`config.mk`:
```
export PLATFORM = sky130hd
export DESIGN_NAME = ic_axi_mem_bus_bridge
export DESIGN_NICKNAME = d
export VERILOG_FILES = /design/src/rtl/ic_axi_pkg.sv /design/src/rtl/ic_axi_hold_reg.sv /design/src/rtl/ic_axi_mem_bus_bridge.sv
export SDC_FILE = /design/constraint.sdc
export NUM_CORES = 1
export LEC_CHECK = 0
export ABC_AREA = 1
export CORE_MARGIN = 2
export CORE_UTILIZATION = 42
export DETAILED_ROUTE_END_ITERATION = 8
export HOLD_SLACK_MARGIN = 0.1
export PLACE_DENSITY = 0.93
export SLEW_MARGIN = 10
export SYNTH_ARGS = -nofsm -noshare
export SYNTH_HDL_FRONTEND = slang
export SYNTH_SLANG_ARGS = --single-unit
export TNS_END_PERCENT = 30
```
`constraint.sdc`:
```
create_clock -name s0_aclk -period 1.4 [get_ports s0_aclk]
set_input_delay 0.21 -clock s0_aclk [delete_from_list [all_inputs] [get_ports s0_aclk]]
set_output_delay 0.21 -clock s0_aclk [all_outputs]
set_load 0.05 [all_outputs]
```
`src/rtl/ic_axi_pkg.sv`:
```
// Shared response codes, FSM encodings and op type for the AXI4-Lite to memory-bus bridge.
package ic_axi_pkg;
  localparam logic [1:0] AXI_RESP_OKAY   = 2'b00;
  localparam logic [1:0] AXI_RESP_SLVERR = 2'b10;

  localparam logic [2:0] ST_IDLE   = 3'd0;
  localparam logic [2:0] ST_RD_REQ = 3'd1;
  localparam logic [2:0] ST_WR_REQ = 3'd2;
  localparam logic [2:0] ST_RD_RSP = 3'd3;
  localparam logic [2:0] ST_WR_RSP = 3'd4;
  localparam logic [2:0] ST_RD_OUT = 3'd5;
  localparam logic [2:0] ST_WR_OUT = 3'd6;

  typedef enum logic [2:0] {
    IDLE   = ST_IDLE,
    RD_REQ = ST_RD_REQ,
    WR_REQ = ST_WR_REQ,
    RD_RSP = ST_RD_RSP,
    WR_RSP = ST_WR_RSP,
    RD_OUT = ST_RD_OUT,
    WR_OUT = ST_WR_OUT
  } state_t;

  typedef enum logic {
    OP_READ  = 1'b0,
    OP_WRITE = 1'b1
  } op_t;
endpackage

```
`src/rtl/ic_axi_hold_reg.sv`:
```
// Single-entry holding register: data plus full flag. Loaded on an AXI handshake,
// emptied when the memory bus grants the op that consumes it.
module ic_axi_hold_reg #(
  parameter int W = 32
) (
  input  logic         i_clk,
  input  logic         i_rst_n,
  input  logic         i_load,
  input  logic         i_clr,
  input  logic [W-1:0] i_d,
  output logic [W-1:0] o_q,
  output logic         o_full
);
  logic [W-1:0] r_q;
  logic         r_full;

  // Load wins over clear; the two never coincide since load needs !full and clear needs full.
  always_ff @(posedge i_clk) begin
    if (!i_rst_n) begin
      r_q    <= '0;
      r_full <= 1'b0;
    end else if (i_load) begin
      r_q    <= i_d;
      r_full <= 1'b1;
    end else if (i_clr) begin
      r_full <= 1'b0;
    end
  end

  assign o_q    = r_q;
  assign o_full = r_full;
endmodule

```
`src/rtl/ic_axi_mem_bus_bridge.sv`:
```
// AXI4-Lite subordinate fronting a req/gnt + recv/ack memory bus. One memory op in flight;
// AW, W and AR each buffered in a single holding register while it runs.
module ic_axi_mem_bus_bridge
  import ic_axi_pkg::*;
#(
  parameter logic [31:0] ADDR_MASK = 32'hFFFF_FFFF
) (
  input  logic        s0_aclk,
  input  logic        s0_aresetn,
  input  logic        s0_awvalid,
  output logic        s0_awready,
  input  logic [31:0] s0_awaddr,
  input  logic [2:0]  s0_awprot,
  input  logic        s0_wvalid,
  output logic        s0_wready,
  input  logic [31:0] s0_wdata,
  input  logic [3:0]  s0_wstrb,
  output logic        s0_bvalid,
  input  logic        s0_bready,
  output logic [1:0]  s0_bresp,
  input  logic        s0_arvalid,
  output logic        s0_arready,
  input  logic [31:0] s0_araddr,
  input  logic [2:0]  s0_arprot,
  output logic        s0_rvalid,
  input  logic        s0_rready,
  output logic [1:0]  s0_rresp,
  output logic [31:0] s0_rdata,
  input  logic        enable,
  output logic        mem_req,
  input  logic        mem_gnt,
  output logic        mem_wen,
  output logic [3:0]  mem_strb,
  output logic [31:0] mem_wdata,
  output logic [31:0] mem_addr,
  input  logic        mem_recv,
  output logic        mem_ack,
  input  logic        mem_error,
  input  logic [31:0] mem_rdata
);
  state_t      r_state, w_state_nxt;
  op_t         r_last_op, w_pick;
  logic        w_launch;
  logic [31:0] r_rdata;
  logic [1:0]  r_rresp, r_bresp;

  logic [31:0] w_aw_q, w_ar_q;
  logic [35:0] w_w_q;
  logic        w_aw_full, w_w_full, w_ar_full;
  logic        w_rd_pend, w_wr_pend;
  logic        w_unused;

  assign w_unused = ^{s0_awprot, s0_arprot};

  // Readies are held low while reset is asserted so nothing is accepted during it.
  assign s0_awready = !w_aw_full && s0_aresetn;
  assign s0_wready  = !w_w_full  && s0_aresetn;
  assign s0_arready = !w_ar_full && s0_aresetn;

  ic_axi_hold_reg #(.W(32)) u_aw (
    .i_clk(s0_aclk), .i_rst_n(s0_aresetn),
    .i_load(s0_awvalid && s0_awready), .i_clr((r_state == WR_REQ) && mem_gnt),
    .i_d(s0_awaddr), .o_q(w_aw_q), .o_full(w_aw_full)
  );

  ic_axi_hold_reg #(.W(36)) u_w (
    .i_clk(s0_aclk), .i_rst_n(s0_aresetn),
    .i_load(s0_wvalid && s0_wready), .i_clr((r_state == WR_REQ) && mem_gnt),
    .i_d({s0_wstrb, s0_wdata}), .o_q(w_w_q), .o_full(w_w_full)
  );

  ic_axi_hold_reg #(.W(32)) u_ar (
    .i_clk(s0_aclk), .i_rst_n(s0_aresetn),
    .i_load(s0_arvalid && s0_arready), .i_clr((r_state == RD_REQ) && mem_gnt),
    .i_d(s0_araddr), .o_q(w_ar_q), .o_full(w_ar_full)
  );

  assign w_wr_pend = w_aw_full && w_w_full;
  assign w_rd_pend = w_ar_full;

  // State register and arbitration history.
  always_ff @(posedge s0_aclk) begin
    if (!s0_aresetn) begin
      r_state   <= IDLE;
      r_last_op <= OP_WRITE;
    end else begin
      r_state <= w_state_nxt;
      if (w_launch) r_last_op <= w_pick;
    end
  end

  // Response capture; values hold until the next response so R/B stay stable while valid.
  always_ff @(posedge s0_aclk) begin
    if (!s0_aresetn) begin
      r_rdata <= '0;
      r_rresp <= AXI_RESP_OKAY;
      r_bresp <= AXI_RESP_OKAY;
    end else if (mem_recv && (r_state == RD_RSP)) begin
      r_rdata <= mem_rdata;
      r_rresp <= mem_error ? AXI_RESP_SLVERR : AXI_RESP_OKAY;
    end else if (mem_recv && (r_state == WR_RSP)) begin
      r_bresp <= mem_error ? AXI_RESP_SLVERR : AXI_RESP_OKAY;
    end
  end

  // Next-state, arbitration and bus outputs; a tie alternates against the last op issued.
  always_comb begin
    w_state_nxt = r_state;
    w_launch    = 1'b0;
    w_pick      = OP_READ;
    mem_req     = 1'b0;
    mem_wen     = 1'b0;
    mem_strb    = 4'b0000;
    mem_wdata   = 32'b0;
    mem_addr    = 32'b0;
    mem_ack     = 1'b0;
    s0_rvalid   = 1'b0;
    s0_bvalid   = 1'b0;
    case (r_state)
      IDLE: begin
        if (enable && (w_rd_pend || w_wr_pend)) begin
          w_launch = 1'b1;
          if (w_rd_pend && w_wr_pend) w_pick = (r_last_op == OP_WRITE) ? OP_READ : OP_WRITE;
          else                        w_pick = w_wr_pend ? OP_WRITE : OP_READ;
          w_state_nxt = (w_pick == OP_WRITE) ? WR_REQ : RD_REQ;
        end
      end
      RD_REQ: begin
        mem_req  = 1'b1;
        mem_addr = w_ar_q & ADDR_MASK;
        if (mem_gnt) w_state_nxt = RD_RSP;
      end
      WR_REQ: begin
        mem_req   = 1'b1;
        mem_wen   = 1'b1;
        mem_strb  = w_w_q[35:32];
        mem_wdata = w_w_q[31:0];
        mem_addr  = w_aw_q & ADDR_MASK;
        if (mem_gnt) w_state_nxt = WR_RSP;
      end
      RD_RSP: begin
        mem_ack = 1'b1;
        if (mem_recv) w_state_nxt = RD_OUT;
      end
      WR_RSP: begin
        mem_ack = 1'b1;
        if (mem_recv) w_state_nxt = WR_OUT;
      end
      RD_OUT: begin
        s0_rvalid = 1'b1;
        if (s0_rready) w_state_nxt = IDLE;
      end
      WR_OUT: begin
        s0_bvalid = 1'b1;
        if (s0_bready) w_state_nxt = IDLE;
      end
      default: w_state_nxt = IDLE;
    endcase
  end

  assign s0_rdata = r_rdata;
  assign s0_rresp = r_rresp;
  assign s0_bresp = r_bresp;
endmodule

```
==> results of run 1 <==
[state kept, by name, indices dropped and copies added, names as in the netlist, 3 cells and up]
signal    count
u_aw.o_q     32
r_state       3
u_w.o_q      36
u_ar.o_q     32
s0_rdata     32
[worst min-delay path, stage by stage]
cell and delay (ps):
buf_2 140, buf_12 230, nand2_1 110, nor2_1 30
[layout make-up]
cell class,count,area [um2]
clock buffer,22,474
clock inverter,10,111
fill,734,2530
inverter,111,427
multi-input combinational,436,2910
sequential,141,2840
tap,176,220
timing repair buffer,302,3740
[cell families after synthesis]
logic type | after synthesis | share of synthesized area
flops | 141 | 0.496
compound gates | 274 | 0.249
other cells | 1 | 0.000659
buf+inv | 171 | 0.131
simple gates | 160 | 0.124
[power by group]
group / internal, mW / switching [mW] / total, mW
logic: 2.18 / 3.23 / 5.40
clock network: 2.76 / 1.71 / 4.47
registers: 4.36 / 0.206 / 4.57
total: 9.30 / 5.14 / 14.4
[how the worst max path moves through the flow]
stage                         to  slack, ps  cells after the start
global route        mem_addr[21]       -500                      7
global placement    mem_addr[18]        -90                      4
detailed placement  mem_addr[25]       -130                      4
floorplan              s0_rvalid       -390                      3
CTS                      mem_req       -450                      7
finish              mem_addr[21]       -430                      7
[through the flow]
step	instances	hold WS, ps
6_report	1198	350
5_1_grt	1198	366
4_1_cts	1196	340
3_5_place_dp	1162	473
3_3_place_gp	1162	463
2_1_floorplan	748	374
[metal layers]
| metal | track usage | up-vias | wire, um |
|---|---|---|---|
| met4 | 0.179 | 0 | 997 |
| met1 | 0.288 | 2961 | 7670 |
| met2 | 0.537 | 293 | 11500 |
| li1 | - | 2983 | - |
| met3 | 0.0750 | 73 | 1240 |
| met5 | 0 | - | 0 |
[what timing repair did]
| item | in CTS | in global routing |
|---|---|---|
| setup buffers | 1 | 2 |
| resized for setup | 65 | 15 |
| hold buffers | 0 | 0 |
| pin swaps | 3 | 3 |
| gates cloned | 1 | 0 |
| setup endpoints to repair | 112 | 112 |
[layout by cell type (no fill, tap or decap), types with 36 or more instances in the layout]
| cell | netlist | layout |
|---|---|---|
| a21oi_1 | 135 | 131 |
| inv_1 | 107 | 107 |
| clkdlybuf4s50_1 | 0 | 141 |
| nand3_1 | 38 | 37 |
| buf_12 | 0 | 70 |
| buf_6 | 6 | 46 |
| dfxtp_1 | 141 | 137 |
| o21ai_0 | 81 | 78 |
| nand2_1 | 60 | 54 |
| nor2_4 | 3 | 40 |
| buf_4 | 6 | 36 |
==> impl_metrics.ini, run 1 <==
[run_status]
status = finished, violations left
violations_in_the_final_reports = setup timing

[setup_path]
setup.worst_path.class = flop to output pin
timing.critical_path.cells = inv_6, nand2_4, nor2_4, inv_6, buf_12, o22ai_4, buf_6
endpoint_type_of_the_worst_setup_path = output pin
critical_path_buf_inv_count = 4
critical_path.most_common_cell = inv_6
wp_data_required_ps = 1190
worst_reg2reg_setup_slack_ps = -180
critical-path-slowest-cell = dfxtp_4
critical_path_arrival_ps = 1620
worst_r2r_path_depth = 13
r2r_path_start = r_state[2]
critical_path.max_fanout = 11
crit_path_max_incr_delay_ps = 350
critPathTopFamily = buffers and inverters
start_kind = flop
r2r_endpoint = r_state[2]
startpoint = r_state[2]

[grt]
grt_first_pass_wirelength_um = 32900
grt_start_max_net_pins = 107
via_count_of_the_first_global_routing_pass = 6704
antenna_found_initial = 0
grt_util_all_layers = 0.291
gr-total-overflow = 0

[layout]
flow.area_growth_from_synthesis_pct = 88.3
num_antenna_cells = 0
finalInstanceArea_mm2 = 0.0107
finish.utilization = 0.809
proportion_of_layout_cells_with_a_drive_suffix_above_1 = 0.287
final_nets = 1158

[die]
rows = 42
floorplan.initialDensity = 0.430
die_height_um = 120
die_w_um = 120
io_pins = 261
die_area_mm2 = 0.0145
core-area_mm2 = 0.0132

[route]
detailroute.via_count = 6310
detail_route.iter0.violations = 331
drc_violation_count_after_routing = 0
detail_route.wl_per_cell_um = 17.9
routed_via_density = 5.27
postRouteWirelength_um = 21400
detail-route-antenna-nets = 0
detailedRoute.firstPassIterationCount = 5

[synth]
netlist_area_mm2 = 0.00569
synth_edf_count = 0
post_synth_top_area_cell = dfxtp_1
synth-seq-cells = 141
synth_common_cells = dfxtp_1, a21oi_1, inv_1, o21ai_0, nand2_1
synth_sequential_area_ratio = 0.496
synthMostInstantiatedCell = dfxtp_1
synthesized_area_divided_by_synthesized_cell_count_um2 = 7.62
yosys.area.top_type_share = 0.496
netlist_top_cells_area = dfxtp_1, a21oi_1, o21ai_0
synthesis.yosys.warnings = 0
synth_top_flop_cell = dfxtp_1
synth_cell_types = 23
postSynthCellCount = 747
asyncSetResetFlopFracSynth = 0

[clock_tree]
clock_latency_ps = 420
cts_tree = built
clk_pin_slew_worst_paths_ps = 60
cts_buffer_depth = 2
cts_made_buffers = 17
root_buffer = clkbuf_16
cts_num_sinks = 141
ctsHtreeMaxLevel = 4

[timing]
final.setup.tns_ps = -29360
postLayoutSetupSlackWorst_ps = -427
clock_skew_ps = 8.84
unrepaired_setup_endpoints_after_global_routing = yes
min_period_over_period = 1.30
slew_viol_final = 0
setup_violations = 77
max_clock_freq_ghz = 0.547
finalWorstPathRequiredPeriod_ps = 1830
final_hold_viol_count = 0

[place]
post-dp-hpwl_um = 14200
buffer_ports.inserted = 252
gp_congestion = 0.917
post_dp_cell_area_mm2 = 0.00980
dp_slack_ps = -129

[pwr]
vdd_ir_drop_max_v = 0.00102
fin_total_pwr_mw = 14.4
p_per_area_mw_per_mm2 = 1350
power.static_leakage_nw = 3.90

[hold_path]
worst_hold_check_path_type = input pin to flop
holdCritStartpoint = s0_aresetn
endpoint_worst_hold = r_state[1]
min_delay_path_depth = 4

[run]
drv_cap = 0
(Power assumes the default switching activity.)
==> run 2, diff against run 1 <==
- ABC_AREA: 1 -> not set
- CORE_UTILIZATION: 42 -> 45
- GPL_ROUTABILITY_DRIVEN: not set -> 0
- PLACE_DENSITY: 0.93 -> 0.95
- clock period: 1.4 -> 2.35 ns (I/O delays scaled with it)
==> run 2 against run 1 <==
The run now ends clean. Die area decreased by 6.3%. Non-clock buffer count decreased by 36. Critical endpoint is now mem_addr[31]. First-iteration DRC count increased by 8.5%. Wire length decreased by 17%. Clock power decreased by 40%.
==> impl_metrics.ini, run 2 <==
[grt]
global_route.peak_usage_layer = met2
grt_first_pass_wirelength_um = 27000
via_count_of_the_first_global_routing_pass = 5575
antenna_found_initial = 0
grt_start_max_net_pins = 73
grt_use_met1 = 0.277
use_met2 = 0.453
gr-total-overflow = 0
grt_util_all_layers = 0.256
gr-usage-met3 = 0.0784

[die]
floorplan.initialDensity = 0.457
die_w_um = 117
rows = 41
io_pins = 261
core-area_mm2 = 0.0125
die_height_um = 117
die_area_mm2 = 0.0136

[clock_tree]
ctsHtreeMaxLevel = 4
cts_made_buffers = 17
clk_pin_slew_worst_paths_ps = 60
cts_buffer_depth = 2
cts_num_sinks = 141
cts-hold-fix-buffers = 0
clock_latency_ps = 410
cts_tree = built
cts.repair_timing.setup_buffer_count = 0
root_buffer = clkbuf_16

[layout]
layout.cells.most_common_list = nand2_1, clkdlybuf4s50_1, dfxtp_1
flow.area_growth_from_synthesis_pct = 69.3
num_antenna_cells = 0
final_nets = 1105
proportion_of_layout_cells_with_a_drive_suffix_above_1 = 0.137
final_common_cell = nand2_1
largest_register_ff_count = 36
num-fill-cells = 795
finalInstanceArea_mm2 = 0.00964

[route]
detail_route.wl_per_cell_um = 15.5
drc_violation_count_after_routing = 0
detailroute.via_count = 5822
detail-route-antenna-nets = 0
detailedRoute.firstPassIterationCount = 5
routed_via_density = 5.10
postRouteWirelength_um = 17700
detail_route.iter0.violations = 359

[timing]
final_hold_viol_count = 0
max_clock_freq_ghz = 0.447
slew_viol_final = 0
setup_violations = 0
unrepaired_setup_endpoints_after_global_routing = no
tightest_slew_ps = 638
min_period_over_period = 0.951
finalWorstPathRequiredPeriod_ps = 2240
finalHoldWorstSlack_ps = 451
clock_skew_ps = 7.01
relSlewSlack = 0.574
final.setup.tns_ps = 0

[setup_path]
start_kind = flop
worst_r2r_path_depth = 6
critical_path.max_fanout = 34
setup.worst_path.class = flop to output pin
endpoint_type_of_the_worst_setup_path = output pin
critical_path_arrival_ps = 1880
worst_reg2reg_setup_slack_ps = 540
critPathCapture = mem_addr[31]
r2r_endpoint = s0_rdata[17]
r2r_path_start = r_state[0]
startpoint = r_state[0]
wp_data_required_ps = 2000

[synth]
synth_cell_types = 37
synth_sequential_area_ratio = 0.495
post_synth_top_area_cell = dfxtp_1
netlist_top_cells_area = dfxtp_1, nand2_1, o21ai_0
asyncSetResetFlopFracSynth = 0
synthesized_area_divided_by_synthesized_cell_count_um2 = 7.80
synthMostInstantiatedCell = nand2_1
postSynthCellCount = 730
synth_edf_count = 0
netlist_area_mm2 = 0.00570
synthesis.yosys.warnings = 0
synth_common_cells = nand2_1, dfxtp_1, o21ai_0, and2_1, a21oi_1
synth_top_flop_cell = dfxtp_1
synth-seq-cells = 141
yosys.area.top_type_share = 0.495

[hold_path]
worst_hold_check_path_type = flop to flop

[place]
post_dp_cell_area_mm2 = 0.00904
post-dp-hpwl_um = 12200
buffer_ports.inserted = 252

[pwr]
p_per_area_mw_per_mm2 = 659
vdd_ir_drop_max_v = 0.000476
power.static_leakage_nw = 3.59

[run_status]
status = completed

[run]
drv_cap = 0
[run 2: cell types whose count changed in the layout (fill, tap and decap cells not counted), sizes merged, moves of 4 or more]
cell           delta
a21oi            -97
a22o             +32
and2             +39
buf              -70
clkbuf            +4
clkdlybuf4s50    +34
inv             -110
nand2           +208
nand3            -37
nor2             -45
o22ai            -31
[run 2: power breakdown]
group | switching (mW) | internal (mW)
registers | 0.0801 | 2.53
clock network | 0.961 | 1.73
logic | 0.532 | 0.529
[run 2: final cells by class]
| type | count | area, um2 | area share |
|---|---|---|---|
| flip-flops and latches | 141 | 2820 | 0.293 |
| repair buffers | 266 | 3420 | 0.355 |
| multi-input cells | 527 | 2570 | 0.267 |
| clock inverters | 6 | 80.1 | 0.00830 |
| well taps | 172 | 215 | 0.0223 |
| clock buffers | 26 | 519 | 0.0538 |
| inverters | 3 | 11.3 | 0.00117 |
[run 2: logic make-up (layout without fill, tap and decap cells)]
| group | count (synthesis) | in the layout | synth area share |
|---|---|---|---|
| other | 1 | 2 | 0.000658 |
| DFF | 141 | 141 | 0.495 |
| muxes | 3 | 3 | 0.00527 |
| AOI/OAI and AO/OA | 185 | 185 | 0.192 |
| and+or+nand+nor | 337 | 337 | 0.252 |
| buffers and inverters | 63 | 301 | 0.0545 |
[run 2: repair_timing]
item / in CTS / in global routing
resized for setup: 0 / 1
setup endpoints to repair: 0 / 3
endpoints found under the hold margin: 0 / 0
[run 2: through the flow]
step,utilization,total power [mW],worst slack (ps),std cells
after CTS,0.774,6.39,50.1,1141
after global placement,0.725,3.68,499,1109
after detailed placement,0.725,3.71,465,1109
after floorplan,-,3.15,238,731
final,0.774,6.36,115,1141
after global routing,0.774,6.59,3.98,1141
[run 2: critical path: stages (launching register included)]
cell     delay (ps)
dfxtp_1         460
inv_1           180
nor3_4          220
buf_12          220
a22o_1          220
buf_12          150
[run 2: worst min-delay path by stage]
| stage | end | depth (start not counted) | startpoint | slack, ps |
|---|---|---|---|---|
| 4_1_cts | r_last_op | 3 | s0_aresetn | 450 |
| 5_1_grt | s0_rdata[0] | 2 | s0_rdata[0] | 470 |
| 6_report | u_w.o_q[21] | 2 | u_w.o_q[21] | 450 |
| 2_1_floorplan | u_ar.o_q[22] | 2 | u_ar.o_q[22] | 430 |
| 3_5_place_dp | u_w.o_q[21] | 2 | u_w.o_q[21] | 450 |
| 3_3_place_gp | u_aw.o_q[22] | 2 | u_aw.o_q[22] | 440 |
[run 2: per-layer routing]
layer  vias to the layer above  part of all wire
li1                       2846                 -
met1                      2715              0.38
met2                       216              0.51
met3                        45             0.077
met4                         0             0.034
met5                         -                 0
